$ cat src/rtl/multiplier_8bit.sv
// multiplier_8bit: sequential unsigned WIDTH x WIDTH multiplier, radix-4
// shift-add (two multiplier bits per clock, WIDTH/2 compute cycles).
//
// Ports:
//   clk      in   system clock, rising edge
//   rst      in   asynchronous active-high reset
//   a        in   multiplicand (unsigned, WIDTH)
//   b        in   multiplier   (unsigned, WIDTH)
//   start    in   level request; operands reload on every edge it is high
//   ab       out  product register (2*WIDTH), last completed result
//   working  out  high from the first start edge until the product is written
module multiplier_8bit #(
  parameter int WIDTH = 8
) (
  input  logic               clk,
  input  logic               rst,
  input  logic [WIDTH-1:0]   a,
  input  logic [WIDTH-1:0]   b,
  input  logic               start,
  output logic [2*WIDTH-1:0] ab,
  output logic               working
);

  localparam int ITERS = WIDTH / 2;
  localparam int CW    = (ITERS > 1) ? $clog2(ITERS) : 1;
  localparam logic [CW-1:0] LAST = CW'(ITERS - 1);

  typedef enum logic [1:0] {IDLE, LOAD, BUSY} state_t;

  state_t               state_q, state_d;
  logic [WIDTH-1:0]     mcand_q, mcand_d;
  logic [WIDTH-1:0]     mplier_q, mplier_d;
  logic [2*WIDTH-1:0]   acc_q, acc_d;
  logic [CW-1:0]        cnt_q, cnt_d;
  logic [2*WIDTH-1:0]   ab_q, ab_d;
  logic                 working_q, working_d;

  // Radix-4 digit times multiplicand: 0, m, 2m or 3m (= m + 2m).
  logic [1:0]           digit;
  logic [WIDTH+1:0]     pp;
  logic [2*WIDTH-1:0]   pp_sh;
  logic [2*WIDTH-1:0]   sum;

  always_comb begin
    digit = mplier_q[1:0];
    pp    = (digit[0] ? {2'b00, mcand_q} : '0)
          + (digit[1] ? {1'b0, mcand_q, 1'b0} : '0);
    // Align the partial product at bit 2*counter.
    pp_sh = (2*WIDTH)'(pp) << {cnt_q, 1'b0};
    sum   = acc_q + pp_sh;
  end

  always_comb begin
    state_d   = state_q;
    mcand_d   = mcand_q;
    mplier_d  = mplier_q;
    acc_d     = acc_q;
    cnt_d     = cnt_q;
    ab_d      = ab_q;
    working_d = working_q;

    if (start) begin
      // Any state: (re)load operands, abandoning an in-flight product.
      state_d   = LOAD;
      mcand_d   = a;
      mplier_d  = b;
      acc_d     = '0;
      cnt_d     = '0;
      working_d = 1'b1;
    end else begin
      case (state_q)
        // Leaving LOAD performs iteration 0 on the same edge.
        LOAD, BUSY: begin
          acc_d    = sum;
          mplier_d = mplier_q >> 2;
          cnt_d    = cnt_q + 1'b1;
          state_d  = BUSY;
          if (cnt_q == LAST) begin
            ab_d      = sum;
            working_d = 1'b0;
            cnt_d     = '0;
            state_d   = IDLE;
          end
        end
        default: ;
      endcase
    end
  end

  always_ff @(posedge clk or posedge rst) begin
    if (rst) begin
      state_q   <= IDLE;
      mcand_q   <= '0;
      mplier_q  <= '0;
      acc_q     <= '0;
      cnt_q     <= '0;
      ab_q      <= '0;
      working_q <= 1'b0;
    end else begin
      state_q   <= state_d;
      mcand_q   <= mcand_d;
      mplier_q  <= mplier_d;
      acc_q     <= acc_d;
      cnt_q     <= cnt_d;
      ab_q      <= ab_d;
      working_q <= working_d;
    end
  end

  assign ab      = ab_q;
  assign working = working_q;

endmodule

$ cat config.mk
export PLATFORM = sky130hd
export DESIGN_NAME = multiplier_8bit
export DESIGN_NICKNAME = d
export VERILOG_FILES = /design/src/rtl/multiplier_8bit.sv
export SDC_FILE = /design/constraint.sdc
export NUM_CORES = 1
export LEC_CHECK = 0
export BUFFER_PORTS_ARGS = -buffer_cell sky130_fd_sc_hd__buf_4
export CAP_MARGIN = 25
export CORE_ASPECT_RATIO = 0.9
export CORE_MARGIN = 2
export CORE_UTILIZATION = 50
export DETAILED_ROUTE_END_ITERATION = 12
export MAX_ROUTING_LAYER = met4
export PLACE_DENSITY_LB_ADDON = 0.05
export SLEW_MARGIN = 5
export SYNTH_ARGS = -nofsm -noshare
export SYNTH_HDL_FRONTEND = slang
export SYNTH_SLANG_ARGS = --single-unit
$ cat constraint.sdc
create_clock -name clk -period 4.45 [get_ports clk]
set_clock_uncertainty 0.05 [all_clocks]
set_input_delay 0.89 -clock clk [delete_from_list [all_inputs] [get_ports clk]]
set_output_delay 0.89 -clock clk [all_outputs]
set_load 0.01 [all_outputs]
==> out/results.ini, run 1 <==
[timing]
fmax_mhz = 243.9
min_period_over_period = 0.9214
relSlewSlack = 0.4790
timing.setup.tns_ns = 0
hold_viol_final = 0
whs_ns = 0.4449
rsz0062_at_grt = false
setup_viol = 0
tightest_slew_ns = 0.7803
finalMaxSlewViolations = 0
postLayoutSetupSlackWorst_ns = 0.3496
min_period_ns = 4.100

[setup_path]
cp_slowest_stage_delay_ns = 0.47
criticalPathCategory = flip-flop to flip-flop
cp_data_arrival_time_ns = 4.21
r2r_cells = 18
cpMaxStageDelayCell = dfrtp_1
cp_cell_sequence = nand2_1, inv_1, ha_1, a21o_1, a21oi_2, o21ai_0, o211ai_1, a21oi_2, xnor2_1, mux4_2, ha_1, and4_1, nand3_1, a21oi_1, nor2_1, o21ai_0, xnor2_1, o21ai_0
worstPathMaxFanout = 9
endpoint_kind = flip-flop
critPathLaunchType = flip-flop
cp-startpoint = mplier_q[0]
required_ns = 4.56
path_buf_inv = 1
crit_top_cell = o21ai_0
cp.depth = 18
worstReg2RegStart = mplier_q[0]
cp_top_family = compound AO/OA/AOI/OAI gates

[die]
die_w_um = 92.27
start_util = 0.5239
io-pin-count = 36
rows = 28
die_area_um2 = 7699
die_h_um = 83.44
core_um2 = 6691

[clock_network]
clockRootBuffer = clkbuf_8
cts_tree = yes
post_cts_buffers = 0
holdBufCountCts = 0
cts_buffers = 5
clockBufferDepth = 2
insertion_delay_ns = 0.30
cts.reportedPaths.clkPinSlew_ns = 0.10
clock_sinks = 53
h-tree-depth = 2
cts-resized-gates = 0

[hold_path]
hold_class = flip-flop to flip-flop
min_from = ab[7]
worstHoldPathCells = 2

[synth]
yosysWarnings = 0
ys_seq_area_frac = 0.3783
syn_avg_cell_area_um2 = 8.966
ys_ff_latch = 53
synth_nets = 437
ys.flop_type = dfrtp_1
synth.distinct_cells = 44
synthArstFlopShare = 1.000
synth_edf_count = 0
synthesis.area_um2 = 3506
synth_cells = 391

[final_layout]
final_common_cell = nand2_1
final_cells = 509
layout_common_cells = nand2_1, dfrtp_1, buf_4
nets = 464
drive_above_1_share = 0.1742
syn_to_final_growth_pct = 13.10
fin_util = 0.5926
n_antenna_cell = 0
fin_area_um2 = 3965

[placed_design]
port_buffers = 35
dp_slack_ns = 0.2365
dp.cells = 501
dp_hpwl_um = 5272
placed_cell_area_um2 = 3840
place.gp.congestion = 0.8865

[global_route]
grt_overflow = 0
grt_antenna_before_repair = 0
grt_pass1_vias = 2758
grt_max_degree = 47
grt_pass1_wl_um = 12970
grt_use_total = 0.2112

[drt]
dr_total_vias = 2802
firstDrtPassIters = 6
vias_per_cell = 5.505
drc = 0
post_drt_wl_per_cell_um = 14.02
drt_wl_total_um = 7136
drt_iter0_drc = 198
antenna_left = 0

[pwr]
ir_drop_mv = 0.1782
powerDensity_nw_per_um2 = 431.2
power_mw = 1.710
leakagePower_nw = 1.925

[status]
status = completed

[flow_run]
max_cap_viol_count = 0

[cell type report]
cell class / instances / area [um2]
fillers: 585 / 2726
multi-input cells: 306 / 2067
flip-flops and latches: 53 / 1328
repair buffers: 38 / 285.3
well taps: 90 / 112.6
clock buffers: 6 / 82.58
inverters: 14 / 52.55
clock inverters: 2 / 37.54
[final timing paths]
| kind | end | slack [ns] |
|---|---|---|
| setup / recovery | ab[15] | 0.35 |
| hold / removal | ab[7] | 0.44 |
| setup reg to reg | ab[15] | 0.35 |
| hold reg to reg | ab[7] | 0.44 |
| max in group asynchronous | mplier_q[1] | 2.93 |
| min in group asynchronous | ab[12] | 0.67 |
[kinds of logic after synthesis]
logic type	synth area share
buffers and inverters	0.03533
xor gates and xnor gates	0.04996
adders and majority gates	0.1006
AOI/OAI and AO/OA	0.1806
and+or+nand+nor	0.1688
DFF	0.3783
muxes	0.08637
[worst reg2reg max path: cells and delay by family, from the launching register on]
kind	cells	cell delay, ns
compound gates	8	1.32
fa+ha+maj	2	0.69
simple gates	4	0.57
flops	1	0.47
mux	1	0.47
xor+xnor	2	0.32
buf+inv	1	0.05
[cells in the mapped netlist (7+ instances only)]
| cell | n | share of area |
|---|---|---|
| a21oi_1 | 36 | 0.051 |
| xnor2_1 | 13 | 0.032 |
| o21ai_0 | 29 | 0.041 |
| nand2_1 | 58 | 0.062 |
| nand3_1 | 8 | 0.011 |
| xor2_1 | 7 | 0.017 |
| nor2_1 | 25 | 0.027 |
| inv_1 | 13 | 0.014 |
| o21a_1 | 7 | 0.015 |
| mux2i_1 | 10 | 0.029 |
| dfrtp_1 | 53 | 0.38 |
| mux2_2 | 16 | 0.051 |
| ha_1 | 25 | 0.089 |
| nor3_1 | 8 | 0.011 |
| clkbuf_1 | 13 | 0.014 |
| a21o_1 | 8 | 0.017 |
| and2_1 | 13 | 0.023 |
[layer usage]
| metal | wire length, um | up-vias | track usage |
|---|---|---|---|
| li1 | - | 1424 | - |
| met1 | 3536 | 1330 | 0.2875 |
| met2 | 3320 | 42 | 0.3389 |
| met3 | 214 | 6 | 0.03358 |
| met4 | 64 | 0 | 0.03935 |
| met5 | 0 | - | - |
[flip-flops by register name, indices dropped and copies added, names as in the netlist]
signal,cells
working,1
state_q,2
ab,16
mcand_q,8
cnt_q,2
mplier_q,8
acc_q,16
[power by group]
| part | total [mW] | internal (mW) | switching (mW) |
|---|---|---|---|
| clock network | 0.341 | 0.183 | 0.158 |
| registers | 0.650 | 0.575 | 0.0752 |
| logic | 0.718 | 0.323 | 0.395 |
No activity file was read; power rests on OpenSTA's default activity.
==> run 2, diff against run 1 <==
--- a/config.mk
+++ b/config.mk
@@ -13,6 +13,7 @@
 export DETAILED_ROUTE_END_ITERATION = 12
 export MAX_ROUTING_LAYER = met4
 export PLACE_DENSITY_LB_ADDON = 0.05
+export REMOVE_ABC_BUFFERS = 1
 export SLEW_MARGIN = 5
 export SYNTH_ARGS = -nofsm -noshare
 export SYNTH_HDL_FRONTEND = slang
==> run 2 against run 1 <==
Effect of this change:
- via count down 1.3%
- non-clock buffer count unchanged
- worst hold slack got worse by 0.012 ns
- clock power decreased by 23%
- register-to-register slack better by 0.04 ns
- largest power group unchanged
==> out/results.ini, run 2 (synthesized netlist as in run 1, its figures left out) <==
[drt]
drc = 0
dr_total_vias = 2765
antenna_left = 0
drt_wl_total_um = 7014
drt_iter0_drc = 160
firstDrtPassIters = 4
post_drt_wl_per_cell_um = 13.78
vias_per_cell = 5.432

[clock_network]
post_cts_buffers = 0
holdBufCountCts = 0
cts_tree = yes
h-tree-depth = 2
clock_sinks = 53
insertion_delay_ns = 0.31
cts_buffers = 5
clockRootBuffer = clkbuf_8
cts.reportedPaths.clkPinSlew_ns = 0.09
cts-resized-gates = 0
clockBufferDepth = 2

[timing]
rsz0062_at_grt = false
fmax_mhz = 246.4
relSlewSlack = 0.5549
postLayoutSetupSlackWorst_ns = 0.3915
finalMaxSlewViolations = 0
tightest_slew_ns = 0.6676
whs_ns = 0.4333
min_period_over_period = 0.9120
min_period_ns = 4.059
timing.setup.tns_ns = 0
hold_viol_final = 0
setup_viol = 0

[pwr]
comb_power_share = 0.441
internal-power_mw = 1.011
ir_drop_mv = 0.1523
clkPwrFrac = 0.161
powerDensity_nw_per_um2 = 416.9
leakagePower_nw = 1.907
seqPwrFrac = 0.398
power_mw = 1.634
p_sw_frac = 0.3812
power.switching_uw = 623.1

[final_layout]
syn_to_final_growth_pct = 11.81
n_antenna_cell = 0
layout_common_cells = nand2_1, dfrtp_1, buf_4
drive_above_1_share = 0.1623
final_cells = 509
final_common_cell = nand2_1
nFillCells = 620
fin_area_um2 = 3920
nets = 464
fin_util = 0.5858

[setup_path]
cpMaxStageDelayCell = mux4_2
endpoint_kind = flip-flop
cp_data_arrival_time_ns = 4.21
cp_cell_sequence = nand2_1, inv_1, ha_1, a21o_1, a21oi_1, o21ai_0, o211ai_1, a21oi_2, xnor2_1, mux4_2, ha_1, and4_1, a21oi_1, o21ai_0, o21a_1, o21ai_1, mux2i_1, nand2_1
cp_slowest_stage_delay_ns = 0.47
path_buf_inv = 1
worstPathMaxFanout = 9
criticalPathCategory = flip-flop to flip-flop
required_ns = 4.60
cp_top_family = compound AO/OA/AOI/OAI gates
critPathLaunchType = flip-flop

[global_route]
grt_use_total = 0.2011
grt_max_degree = 54
grt_pass1_wl_um = 12280
grt_pass1_vias = 2635
grt_antenna_before_repair = 0
grt_overflow = 0

[status]
status = completed

[placed_design]
dp_hpwl_um = 5046
placed_cell_area_um2 = 3840
dp_slack_ns = 0.3062
dp.cells = 501
place.gp.congestion = 0.9043
port_buffers = 35

[die]
start_util = 0.5239
die_area_um2 = 7699
io-pin-count = 36
die_w_um = 92.27
core_um2 = 6691
die_h_um = 83.44
rows = 28

[hold_path]
hold_class = flip-flop to flip-flop

[flow_run]
max_cap_viol_count = 0

run 2: cell type report:
class | count | area, um2 | area share
flip-flops and latches | 53 | 1326 | 0.3383
multi-input cells | 306 | 2063 | 0.5263
well taps | 90 | 112.6 | 0.02873
clock buffers | 8 | 80.08 | 0.02043
repair buffers | 38 | 285.3 | 0.07277
inverters | 14 | 52.55 | 0.01341
run 2: worst paths after layout:
check | startpoint | end | slack [ns] | cells past startpoint
setup reg to reg | mplier_q[0] | ab[13] | 0.39 | 18
max in group asynchronous | rst | acc_q[13] | 3.19 | 3
setup / recovery | mplier_q[0] | ab[13] | 0.39 | 18
hold reg to reg | ab[9] | ab[9] | 0.43 | 2
hold / removal | ab[9] | ab[9] | 0.43 | 2
min in group asynchronous | rst | state_q[0] | 0.69 | 3
run 2: worst min-delay path, delay by kind of cell, from the launching register on:
kind,cells,cell delay (ns)
AOI/OAI and AO/OA,1,0.05
DFF,1,0.35
and+or+nand+nor,1,0.05
run 2: power by group through the flow:
stage | Combinational (mW) | Sequential, mW | Clock [mW]
after global routing | 0.811 | 0.667 | 0.295
after floorplan | 0.500 | 0.661 | 0
after detailed placement | 0.722 | 0.659 | 0
after CTS | 0.726 | 0.651 | 0.274
final | 0.721 | 0.650 | 0.263
after global placement | 0.709 | 0.656 | 0
run 2: routing by layer:
| metal | up-vias | wire length [um] | track usage |
|---|---|---|---|
| li1 | 1421 | - | - |
| met1 | 1286 | 3484 | 0.2787 |
| met2 | 50 | 3187 | 0.3075 |
| met3 | 8 | 262 | 0.03448 |
| met4 | 0 | 80 | 0.05292 |
| met5 | - | 0 | - |
